File: config.mk
export PLATFORM = sky130hd
export DESIGN_NAME = dom_and_pipe
export DESIGN_NICKNAME = d
export VERILOG_FILES = /design/src/rtl/dom_and_pipe.sv
export SDC_FILE = /design/constraint.sdc
export NUM_CORES = 1
export LEC_CHECK = 0
export CORE_AREA = 2 2 39 41
export CTS_CLUSTER_DIAMETER = 30
export DETAILED_ROUTE_END_ITERATION = 16
export DIE_AREA = 0 0 41 43
export PLACE_DENSITY = 0.57
export SLEW_MARGIN = 5
export SYNTH_ARGS = -nofsm -noshare
export SYNTH_HDL_FRONTEND = slang
export SYNTH_SLANG_ARGS = --single-unit
File: constraint.sdc
create_clock -name clock_0 -period 1 [get_ports clock_0]
set_input_delay 0.25 -clock clock_0 [delete_from_list [all_inputs] [get_ports clock_0]]
set_output_delay 0.25 -clock clock_0 [all_outputs]
set_load 0.05 [all_outputs]
File: src/rtl/dom_and_pipe.sv
// ---------------------------------------------------------------------------
// dom_and_pipe
//   Domain-oriented masked (DOM) AND gadget of arbitrary order, WIDTH
//   independent bitsliced lanes, wrapped in a 2-entry valid/ready pipeline.
//
//   Stage 1 registers every inner term t_ii = a_i & b_i and every cross term
//   t_ij = (a_i & b_j) ^ z_ij individually. Stage 2 XORs a share domain's
//   registered terms together and registers the result into io_o0.
//
// Parameters
//   ORDER : masking order d, share count N = ORDER+1 (ORDER >= 1)
//   WIDTH : number of bitsliced AND lanes
//
// Ports
//   clock_0      : clock, rising edge
//   reset_0      : synchronous active-high reset
//   io_in_valid  : io_i0 / io_i1 / p_rand valid this cycle
//   io_in_ready  : gadget accepts input this cycle
//   io_i0, io_i1 : operand shares, lane w of share s at bit s*WIDTH+w
//   p_rand       : fresh randomness, lane w of pair k at bit k*WIDTH+w
//   io_out_valid : io_o0 holds a valid result
//   io_out_ready : downstream consumes the result this cycle
//   io_o0        : shares of a AND b, same layout as io_i0
//
// Handshake: a transfer happens on a rising edge where valid and ready are
// both 1. valid never depends on ready; io_in_ready depends only on the
// pipeline valid bits and io_out_ready, never on io_in_valid. Data on a port
// is only meaningful while its valid is 1.
// ---------------------------------------------------------------------------
module dom_and_pipe #(
  parameter  int ORDER = 1,
  parameter  int WIDTH = 1,
  localparam int N     = ORDER + 1,
  localparam int RBITS = WIDTH * N * (N - 1) / 2
) (
  input  logic                 clock_0,
  input  logic                 reset_0,
  input  logic                 io_in_valid,
  output logic                 io_in_ready,
  input  logic [WIDTH*N-1:0]   io_i0,
  input  logic [WIDTH*N-1:0]   io_i1,
  input  logic [RBITS-1:0]     p_rand,
  output logic                 io_out_valid,
  input  logic                 io_out_ready,
  output logic [WIDTH*N-1:0]   io_o0
);

  // Lexicographic index of share pair (lo,hi), lo < hi.
  function automatic int pair_idx(input int lo, input int hi);
    return lo * N - (lo * (lo + 1)) / 2 + (hi - lo - 1);
  endfunction

  logic                              v1_q, v2_q;
  logic                              ld1, ld2, accept;
  logic [N-1:0][N-1:0][WIDTH-1:0]    t_q, t_d;
  logic [WIDTH*N-1:0]                o_q, o_d;

  // Stage 2 frees up when empty or when its result is being consumed;
  // stage 1 frees up when empty or when it can push into stage 2.
  assign ld2          = !v2_q || io_out_ready;
  assign ld1          = !v1_q || ld2;
  assign io_in_ready  = ld1;
  assign accept       = io_in_valid && ld1;
  assign io_out_valid = v2_q;
  assign io_o0        = o_q;

  // Stage-1 terms. z_ij and z_ji share the same random bit.
  always_comb begin
    t_d = '0;
    for (int i = 0; i < N; i++) begin
      for (int j = 0; j < N; j++) begin
        if (i == j) begin
          t_d[i][j] = io_i0[i*WIDTH +: WIDTH] & io_i1[i*WIDTH +: WIDTH];
        end else begin
          t_d[i][j] = (io_i0[i*WIDTH +: WIDTH] & io_i1[j*WIDTH +: WIDTH])
                    ^ p_rand[pair_idx((i < j) ? i : j, (i < j) ? j : i)*WIDTH +: WIDTH];
        end
      end
    end
  end

  // Stage-2 compression: only registered terms are combined, so glitches
  // from the input side cannot reach the XOR tree.
  always_comb begin
    o_d = '0;
    for (int i = 0; i < N; i++) begin
      for (int j = 0; j < N; j++) begin
        o_d[i*WIDTH +: WIDTH] = o_d[i*WIDTH +: WIDTH] ^ t_q[i][j];
      end
    end
  end

  always_ff @(posedge clock_0) begin
    if (reset_0) begin
      v1_q <= 1'b0;
      v2_q <= 1'b0;
      t_q  <= '0;
      o_q  <= '0;
    end else begin
      // Output data only moves when a valid term set arrives, so io_o0
      // stays at its last value (or 0 after reset) otherwise.
      if (ld2) begin
        v2_q <= v1_q;
        if (v1_q) o_q <= o_d;
      end
      // Terms are captured only on acceptance; a stalled term set is never
      // recomputed with newer randomness.
      if (ld1) begin
        v1_q <= accept;
        if (accept) t_q <= t_d;
      end
    end
  end

endmodule

Word-level counts from Yosys, hierarchy flattened
Cells that the tools add are included.
{ "totals": {"regBits": 8, "word_cells": 22} }
{ "classes": {"bitwise": 8, "n_reduce_logical": 7} }
{ "ops": {"columns": ["op", "count"], "rows": [
  ["1-bit bitwise AND", 4],
  ["2-bit AND reduction", 2],
  ["1-bit XOR", 4],
  ["1-bit zero test", 2],
  ["1-bit logical OR", 2],
  ["1-bit logical AND", 1]
]} }

Logic depth before layout (Yosys ltp)
Gate-level depths: netlist of the first run.
{ "depth": {"word_depth": 5, "ltp_mapped": 4, "ltp_nobuf": 4} }

Worst setup path before layout of the first run
Ideal clock, no wire load.
{ "synth_path": {"path_kind": "flip-flop to flip-flop", "startpoint": "register v2_q, in the netlist io_out_valid", "endpoint": "register t_q[1] (netlist name)", "setup_ns": 0.139, "t_arrival_ns": 1.274, "required_time_ns": 0.861, "n_path_buf": 0, "slack_ns": -0.413, "stages_incl_launch_ff": 5, "cell_sequence": "dfxtp_1 > and3b_4 > inv_2 > a21oi_1 > a311oi_1"} }
{ "synth_between": {"elab_chain_cells": 5} }
{ "synth_rtl": {"columns": ["element", "line_no", "text"], "rows": [
  ["start, declared", "53", "logic v1_q, v2_q;"],
  ["start signal, assigned", "103", "v2_q <= v1_q;"],
  ["1-bit zero test *", "60", "assign ld2 = !v2_q || io_out_ready;"],
  ["1-bit logical OR *", "60", null],
  ["1-bit logical OR *", "61", "assign ld1 = !v1_q || ld2;"],
  ["net io_in_ready", "39", "output logic io_in_ready,"],
  ["1-bit logical AND", "63", "assign accept = io_in_valid && ld1;"],
  ["2-bit AND reduction (no line) *", null, null],
  ["end signal, assigned", "110", "if (accept) t_q <= t_d;"],
  ["end, declared", "55", "logic [N-1:0][N-1:0][WIDTH-1:0] t_q, t_d;"]
]} }
Mark *: on every way through the listed nets, which the timed path passes. The rest lies on a longest branch.
A chain may end at the register's enable or synchronous reset.

Worst setup path in the final report of the first run
{ "layout_path": {"startpoint": "register v2_q, in the netlist io_out_valid", "endpoint": "output port io_in_ready"} }
{ "layout_between": {"elab_chain_cells": 3} }
{ "layout_rtl": {"columns": ["element", "line_no"], "rows": [
  ["1-bit zero test", "60"],
  ["1-bit logical OR", "60"],
  ["1-bit logical OR", "61"],
  ["end, declared", "39"]
]} }
No other way between the ends.

==> impl_metrics.prom, run 1 <==
# TYPE chip_impl_metric gauge
chip_impl_metric{name="grt_pass1_vias",unit=""} 300
chip_impl_metric{name="global_route.usage.total",unit="%"} 10.04
chip_impl_metric{name="skew",unit="ns"} 0.001604
chip_impl_metric{name="post_detailed_route_wirelength_per_cell",unit="µm"} 10.16
chip_impl_metric{name="pre_cts_slack",unit="ns"} -0.4424
chip_impl_metric{name="num_antenna_cells",unit=""} 0
chip_impl_metric{name="gp_congestion",unit=""} 0.7048
chip_impl_metric{name="layout.nets",unit=""} 73
chip_impl_metric{name="chipHeight",unit="µm"} 43
chip_impl_metric{name="syn_area",unit="µm²"} 334.1
chip_impl_info{name="reg2reg_from",value="io_out_valid$_SDFFE_PP0P_"} 1
chip_impl_metric{name="finish.cell_count_without_fillers",unit=""} 79
chip_impl_metric{name="numCtsBuffers",unit=""} 3
chip_impl_info{name="worst_r2r_endpoint",value="t_q[2]$_SDFFE_PP0P_"} 1
chip_impl_info{name="violations",value="negative setup slack"} 1
chip_impl_info{name="min-delay-path-class",value="primary input to flop"} 1
chip_impl_info{name="worst_hold_path.endpoint",value="io_o0[1]$_SDFFE_PP0P_"} 1
chip_impl_metric{name="yosysUniqueCellTypes",unit=""} 13
chip_impl_metric{name="io_pins",unit=""} 13
chip_impl_metric{name="cap_violations",unit=""} 0
chip_impl_metric{name="cts.clk_slew.worst_paths",unit="ns"} 0.06
chip_impl_metric{name="cts.sinks",unit=""} 8
chip_impl_metric{name="grt_start_max_net_pins",unit=""} 9
chip_impl_metric{name="cts_buffer_depth",unit=""} 2
chip_impl_metric{name="yosysTopAreaCellShare",unit="%"} 47.94
chip_impl_metric{name="initial_core_util",unit="%"} 24.14
chip_impl_metric{name="grt_first_pass_wirelength",unit="µm"} 1186
chip_impl_metric{name="critical-path-max-stage-delay",unit="ns"} 0.34
chip_impl_metric{name="worstPathArrival",unit="ns"} 1.01
chip_impl_metric{name="die_area",unit="µm²"} 1763
chip_impl_info{name="top_cells_by_area_in_the_synthesized_netlist",value="sky130_fd_sc_hd__dfxtp_1 (48%), sky130_fd_sc_hd__a21oi_1 (12%), sky130_fd_sc_hd__a311oi_1 (10%)"} 1
chip_impl_info{name="critPathKind",value="flop to output port"} 1
chip_impl_metric{name="cellLeakagePower",unit="nW"} 0.2758
chip_impl_metric{name="grt_antenna_before_repair",unit=""} 0
chip_impl_metric{name="drt-initial-drc-count",unit=""} 2
chip_impl_info{name="crit_path_start_kind",value="flop"} 1
chip_impl_info{name="synth.largest_area_cell",value="sky130_fd_sc_hd__dfxtp_1"} 1
chip_impl_metric{name="cp.required",unit="ns"} 0.75
chip_impl_metric{name="cp_num_cells",unit=""} 3
chip_impl_info{name="status",value="finished with violations"} 1
chip_impl_metric{name="power.share.switching",unit="%"} 26.20
chip_impl_metric{name="syn_to_final_growth",unit="%"} 110.1
chip_impl_metric{name="max_slew.worst_pin.slew",unit="ns"} 0.3561
chip_impl_metric{name="nFillCells",unit=""} 127
chip_impl_metric{name="timing_hold_violations_final",unit=""} 0
chip_impl_metric{name="power_report.internal_total",unit="W"} 0.0006182
chip_impl_metric{name="comb_power_share",unit="%"} 25.5
chip_impl_metric{name="drive_gt1_share",unit="%"} 50.79
chip_impl_metric{name="chipWidth",unit="µm"} 41
chip_impl_metric{name="worst_skew_pair.late_latency",unit="ns"} 0.25
chip_impl_metric{name="standard_cell_rows",unit=""} 14
chip_impl_metric{name="power.share.clock",unit="%"} 31.8
chip_impl_metric{name="finalWorstSetupSlack",unit="ns"} -0.2580
chip_impl_metric{name="per_cell_via_count_in_the_routed_design",unit=""} 4.570
chip_impl_metric{name="detailedRoute.firstPassIterationCount",unit=""} 2
chip_impl_metric{name="post-route-period-util",unit="%"} 125.8
chip_impl_info{name="worst_hold_startpoint",value="io_out_ready"} 1
chip_impl_metric{name="area.sequential",unit="µm²"} 167.7
chip_impl_metric{name="cp_num_buf_inv",unit=""} 2
chip_impl_metric{name="netlist_instances",unit=""} 36
chip_impl_metric{name="htreeDepth",unit=""} 1
chip_impl_metric{name="r2r_cells",unit=""} 5
chip_impl_metric{name="ys_warn_count",unit=""} 0
chip_impl_metric{name="place.detailed.instances",unit=""} 68
chip_impl_metric{name="mappedNetlistNets",unit=""} 45
chip_impl_metric{name="wirelength",unit="µm"} 803
chip_impl_metric{name="worst_max_slew_margin_expressed_relative_to_the_limit",unit="%"} 76.19
chip_impl_metric{name="slew_viol_final",unit=""} 0
chip_impl_metric{name="seq_area_frac_synth",unit="%"} 47.94
chip_impl_metric{name="timing.hold.worst_path_depth",unit=""} 3
chip_impl_metric{name="syn_avg_cell_area",unit="µm²"} 9.280
chip_impl_metric{name="p_sw",unit="W"} 0.0002195
chip_impl_info{name="cts-root-buf",value="sky130_fd_sc_hd__clkbuf_4"} 1
chip_impl_metric{name="final_setup_vio_count",unit=""} 10
chip_impl_metric{name="multi_input_comb_area",unit="µm²"} 201.4
chip_impl_metric{name="power.ir.vdd_worst",unit="mV"} 0.4384
chip_impl_metric{name="synth_seq_cells",unit=""} 8
chip_impl_metric{name="vias",unit=""} 361
chip_impl_metric{name="final.min_clock_period",unit="ns"} 1.258
chip_impl_metric{name="placeableCoreArea",unit="µm²"} 1384
chip_impl_metric{name="drc",unit=""} 0
chip_impl_info{name="critical_path.cell_chain",value="and3b_4 -> inv_8 -> buf_12"} 1
chip_impl_metric{name="timing.fmax",unit="MHz"} 794.9
chip_impl_metric{name="cellPowerDensity",unit="nW/µm²"} 1193
chip_impl_info{name="worst_setup_path_end_kind",value="output port"} 1
chip_impl_info{name="cp_slowest_cell",value="sky130_fd_sc_hd__dfxtp_4"} 1
chip_impl_metric{name="detail-route-antenna-nets",unit=""} 0
chip_impl_info{name="grt_setup_unrepaired",value="yes"} 1
chip_impl_metric{name="seqPwrFrac",unit="%"} 42.7
chip_impl_metric{name="io_buffer_count",unit=""} 12
chip_impl_metric{name="crit_path_max_fanout",unit=""} 3
chip_impl_metric{name="setup.reg_to_reg.worst_slack",unit="ns"} -0.20
chip_impl_info{name="dominant_delay_contributor_by_cell_family_on_the_critical_path",value="flip-flops"} 1
chip_impl_metric{name="grt-ovfl-total",unit=""} 0
chip_impl_info{name="tritoncts",value="built"} 1
worst max path at each step:
stage / startpoint / end / slack (ns)
2_1_floorplan: io_out_valid$_SDFFE_PP0P_ / t_q[1]$_SDFFE_PP0P_ / -0.06
3_3_place_gp: io_out_ready / io_in_ready / -0.44
3_5_place_dp: io_out_ready / io_in_ready / -0.44
4_1_cts: io_out_valid$_SDFFE_PP0P_ / io_in_ready / -0.26
5_1_grt: io_out_valid$_SDFFE_PP0P_ / io_in_ready / -0.29
6_report: io_out_valid$_SDFFE_PP0P_ / io_in_ready / -0.26
sequential cells by signal, indices dropped and copies added (netlist names):
name          flops
io_out_valid      1
t_q               4
io_o0             2
v1_q              1
power by group through the flow:
stage	Combinational (W)	Sequential [W]	Clock, W
finish	0.000214	0.000358	0.000266
global route	0.000229	0.000360	0.000297
CTS	0.000195	0.000355	0.000269
detailed placement	0.000172	0.000362	0
global placement	0.000171	0.000362	0
floorplan	0.0000488	0.000386	0
area by class of cell:
class                   instances  share of cell area [%]
inverters                       3                   2.674
repair buffers                 24                   38.15
multi-input cells              24                   28.70
well taps                      16                   2.852
flip-flops and latches          8                   23.89
clock buffers                   4                   3.743
Yosys cell counts, drive strengths merged:
cell and count:
a21oi 8, a311oi 4, and3b 1, clkbuf 1, dfxtp 8, inv 3, nand2 2, nand2b 1
nand4 2, o21ai 2, xnor2 2, xor2 2
timing repair:
| action | in CTS | in global routing |
|---|---|---|
| hold buffers | 0 | 0 |
| pin swaps | 9 | 4 |
| setup endpoints to repair | 10 | 12 |
| resized for setup | 8 | 11 |
| setup buffers | 5 | 4 |
worst reg2reg max path, delay by kind of cell (launching register included):
| family | cells | cell delay (ns) |
|---|---|---|
| AO/OA/AOI/OAI | 1 | 0.24 |
| AND/OR/NAND/NOR | 1 | 0.23 |
| buffers and inverters | 3 | 0.30 |
| flip-flops | 1 | 0.34 |
logic make-up (layout without fill, tap and decap cells):
family          Yosys count  in the layout  share of synthesized area, %
compound gates           14             14                         25.47
flops                     8              8                         47.94
simple gates              6              6                         11.61
xor+xnor                  4              4                         10.49
buf+inv                   4             31                         4.493
metal layers:
metal  vias to the layer above  track usage [%]  routed length, µm
met1                       158            11.90                310
met2                        13            15.00                415
li1                        188                -                  -
met3                         2            3.141                 65
met5                         -                0                  0
met4                         0            6.000                 12
metrics by stage:
step	total power, W	setup TNS (ns)	hold slack, ns	utilization (%)	instance area [µm²]
after floorplan	0.0004347	-0.1685	0.3588	-	345.3
after global placement	0.0005332	-2.932	0.4928	40.42	559.3
after detailed placement	0.0005340	-2.989	0.4874	40.42	559.3
after CTS	0.0008187	-1.339	0.4575	46.93	649.4
after global routing	0.0008864	-1.941	0.4835	50.72	701.9
final	0.0008377	-1.468	0.4831	50.72	701.9
cell usage in the layout, fill, tap and decap left out, drive strengths merged:
cell and n:
clkdlybuf4s50 7, buf 16, o21ai 2, xnor2 2, nand4 2, inv 3
a311oi 4, clkbuf 4, dlygate4sd2 1, xor2 2, nand2b 1, and3b 1
dfxtp 8, nand2 2, a21oi 8
No activity file was read; power rests on OpenSTA's default activity.
==> run 2: changes to the inputs <==
CAP_MARGIN = 20   (was default)
SETUP_SLACK_MARGIN = 0.5   (was default)
==> impl_metrics.prom, run 2 (same netlist as run 1, synthesis figures left out) <==
# TYPE chip_impl_metric gauge
chip_impl_metric{name="vias",unit=""} 346
chip_impl_metric{name="initial_core_util",unit="%"} 24.14
chip_impl_metric{name="cellLeakagePower",unit="nW"} 0.2656
chip_impl_metric{name="detail-route-antenna-nets",unit=""} 0
chip_impl_info{name="cts-root-buf",value="sky130_fd_sc_hd__clkbuf_4"} 1
chip_impl_info{name="tritoncts",value="built"} 1
chip_impl_metric{name="io_buffer_count",unit=""} 12
chip_impl_metric{name="cap_violations",unit=""} 0
chip_impl_metric{name="cts.clk_slew.worst_paths",unit="ns"} 0.06
chip_impl_info{name="status",value="finished with violations"} 1
chip_impl_info{name="critPathKind",value="flop to output port"} 1
chip_impl_metric{name="skew",unit="ns"} 0.007267
chip_impl_info{name="grt_setup_unrepaired",value="yes"} 1
chip_impl_metric{name="timing_hold_violations_final",unit=""} 0
chip_impl_metric{name="largest_register_ff_count",unit=""} 4
chip_impl_metric{name="finish.utilization",unit="%"} 48.01
chip_impl_metric{name="cellPowerDensity",unit="nW/µm²"} 1217
chip_impl_metric{name="grt_pass1_vias",unit=""} 327
chip_impl_metric{name="drt-initial-drc-count",unit=""} 2
chip_impl_metric{name="drc",unit=""} 0
chip_impl_metric{name="grt_antenna_before_repair",unit=""} 0
chip_impl_metric{name="layout.nets",unit=""} 70
chip_impl_metric{name="worst_max_slew_margin_expressed_relative_to_the_limit",unit="%"} 75.52
chip_impl_metric{name="post_detailed_route_wirelength_per_cell",unit="µm"} 10.25
chip_impl_metric{name="die_area",unit="µm²"} 1763
chip_impl_metric{name="cts_buffer_depth",unit=""} 2
chip_impl_metric{name="global_route.usage.total",unit="%"} 10.74
chip_impl_info{name="worst_hold_startpoint",value="io_in_valid"} 1
chip_impl_metric{name="htreeDepth",unit=""} 1
chip_impl_metric{name="grt.met2_usage",unit="%"} 16.56
chip_impl_info{name="reg2reg_from",value="io_out_valid$_SDFFE_PP0P_"} 1
chip_impl_metric{name="final_setup_vio_count",unit=""} 8
chip_impl_info{name="violations",value="negative setup slack"} 1
chip_impl_metric{name="timing.fmax",unit="MHz"} 796.1
chip_impl_metric{name="detailedRoute.firstPassIterationCount",unit=""} 2
chip_impl_metric{name="chipWidth",unit="µm"} 41
chip_impl_metric{name="syn_to_final_growth",unit="%"} 98.88
chip_impl_metric{name="groute.layer.met1.usage",unit="%"} 11.58
chip_impl_metric{name="cp.required",unit="ns"} 0.75
chip_impl_info{name="global_route.peak_usage_layer",value="met2"} 1
chip_impl_metric{name="gp_congestion",unit=""} 0.7282
chip_impl_info{name="crit_path_start_kind",value="flop"} 1
chip_impl_metric{name="drive_gt1_share",unit="%"} 48.33
chip_impl_metric{name="crit_path_max_fanout",unit=""} 3
chip_impl_metric{name="grt-ovfl-total",unit=""} 0
chip_impl_metric{name="setup-tns-final",unit="ns"} -0.8718
chip_impl_metric{name="numCtsBuffers",unit=""} 3
chip_impl_metric{name="cts-hold-fix-buffers",unit=""} 0
chip_impl_metric{name="post-route-period-util",unit="%"} 125.6
chip_impl_metric{name="p_total",unit="W"} 0.0008086
chip_impl_metric{name="standard_cell_rows",unit=""} 14
chip_impl_metric{name="slew_viol_final",unit=""} 0
chip_impl_info{name="min-delay-path-class",value="primary input to flop"} 1
chip_impl_metric{name="grt_start_max_net_pins",unit=""} 9
chip_impl_metric{name="power.ir.vdd_worst",unit="mV"} 0.3593
chip_impl_metric{name="nFillCells",unit=""} 136
chip_impl_metric{name="wirelength",unit="µm"} 779
chip_impl_metric{name="chipHeight",unit="µm"} 43
chip_impl_metric{name="place.detailed.hpwl",unit="µm"} 562.6
chip_impl_metric{name="final.min_clock_period",unit="ns"} 1.256
chip_impl_metric{name="place.detailed.instances",unit=""} 68
chip_impl_metric{name="num_antenna_cells",unit=""} 0
chip_impl_metric{name="cts.sinks",unit=""} 8
chip_impl_metric{name="io_pins",unit=""} 13
chip_impl_metric{name="worstPathArrival",unit="ns"} 1.01
chip_impl_metric{name="grt_first_pass_wirelength",unit="µm"} 1255
chip_impl_info{name="worst_setup_path_end_kind",value="output port"} 1
chip_impl_metric{name="placeableCoreArea",unit="µm²"} 1384
chip_impl_metric{name="max_slew.worst_pin.slew",unit="ns"} 0.3671
chip_impl_metric{name="per_cell_via_count_in_the_routed_design",unit=""} 4.553
chip_impl_metric{name="worst_skew_pair.late_latency",unit="ns"} 0.25
chip_impl_info{name="most_frequent_cells_in_the_layout",value="sky130_fd_sc_hd__buf_4 (7), sky130_fd_sc_hd__a21oi_2 (5), sky130_fd_sc_hd__clkdlybuf4s50_1 (5)"} 1
chip_impl_metric{name="finish.cell_count_without_fillers",unit=""} 76
chip_impl_metric{name="gr-usage-met3",unit="%"} 3.141
chip_impl_metric{name="hold-worst-slack",unit="ns"} 0.3826
chip_impl_info{name="layout_commonest_cell",value="sky130_fd_sc_hd__buf_4"} 1
chip_impl_info{name="top_register",value="t_q"} 1
chip_impl_info{name="timing.critical_path.from",value="io_out_valid$_SDFFE_PP0P_"} 1
chip_impl_metric{name="finalWorstSetupSlack",unit="ns"} -0.2561
run 2: cell types whose count changed in the layout (fill, tap and decap cells not counted), moves of 2 or more:
cell	before	now
sky130_fd_sc_hd__dfxtp_2	3	1
sky130_fd_sc_hd__clkdlybuf4s50_1	7	5
sky130_fd_sc_hd__a21oi_2	3	5
sky130_fd_sc_hd__dfxtp_4	1	3
run 2: final cells by class:
class | instances | area [µm²] | area share [%]
clock buffers | 4 | 26.28 | 3.955
inverters | 3 | 18.77 | 2.825
well taps | 16 | 20.02 | 3.013
multi-input cells | 24 | 191.4 | 28.81
flip-flops and latches | 8 | 172.7 | 25.99
repair buffers | 21 | 235.2 | 35.40
run 2: critical path, cell delays in order, from the launching register on:
cell and delay (ns):
sky130_fd_sc_hd__dfxtp_4 0.34, sky130_fd_sc_hd__and3b_4 0.24, sky130_fd_sc_hd__inv_8 0.04, sky130_fd_sc_hd__buf_12 0.14
run 2: final timing paths:
kind                    endpoint  slack [ns]  cells after the start
max                  io_in_ready       -0.26                      3
min          t_q[2]$_SDFFE_PP0P_        0.38                      2
max reg2reg  t_q[2]$_SDFFE_PP0P_       -0.11                      4
min reg2reg  t_q[3]$_SDFFE_PP0P_        0.49                      2
run 2: where the power goes:
part / switching [W] / total (W) / internal (W)
clock network: 0.000105 / 0.000257 / 0.000152
logic: 0.0000854 / 0.000197 / 0.000112
registers: 0.0000159 / 0.000354 / 0.000338
total: 0.000206 / 0.000809 / 0.000602
run 2: metal layers:
layer | wire length, µm | up-vias
li1 | - | 181
met1 | 293 | 150
met2 | 415 | 13
met3 | 61 | 2
met4 | 8 | 0
met5 | 0 | -
run 2: per-stage QoR:
stage               area, µm²  setup WS, ns
global route            664.4       -0.3033
CTS                     630.6       -0.2726
global placement        566.8       -0.4388
floorplan               352.8      -0.06318
finish                  664.4       -0.2561
detailed placement      566.8       -0.4411
run 2: repair_timing:
item | in CTS | in global routing
pin swaps | 7 | 1
setup buffers | 2 | 2
setup endpoints to repair | 12 | 12
resized for setup | 7 | 6
==> run 3: changes to the inputs <==
CTS_CLUSTER_DIAMETER = 150   (was 30)
==> results of run 3 <==
The final DEF is identical to that of run 2; final timing and power are the same.
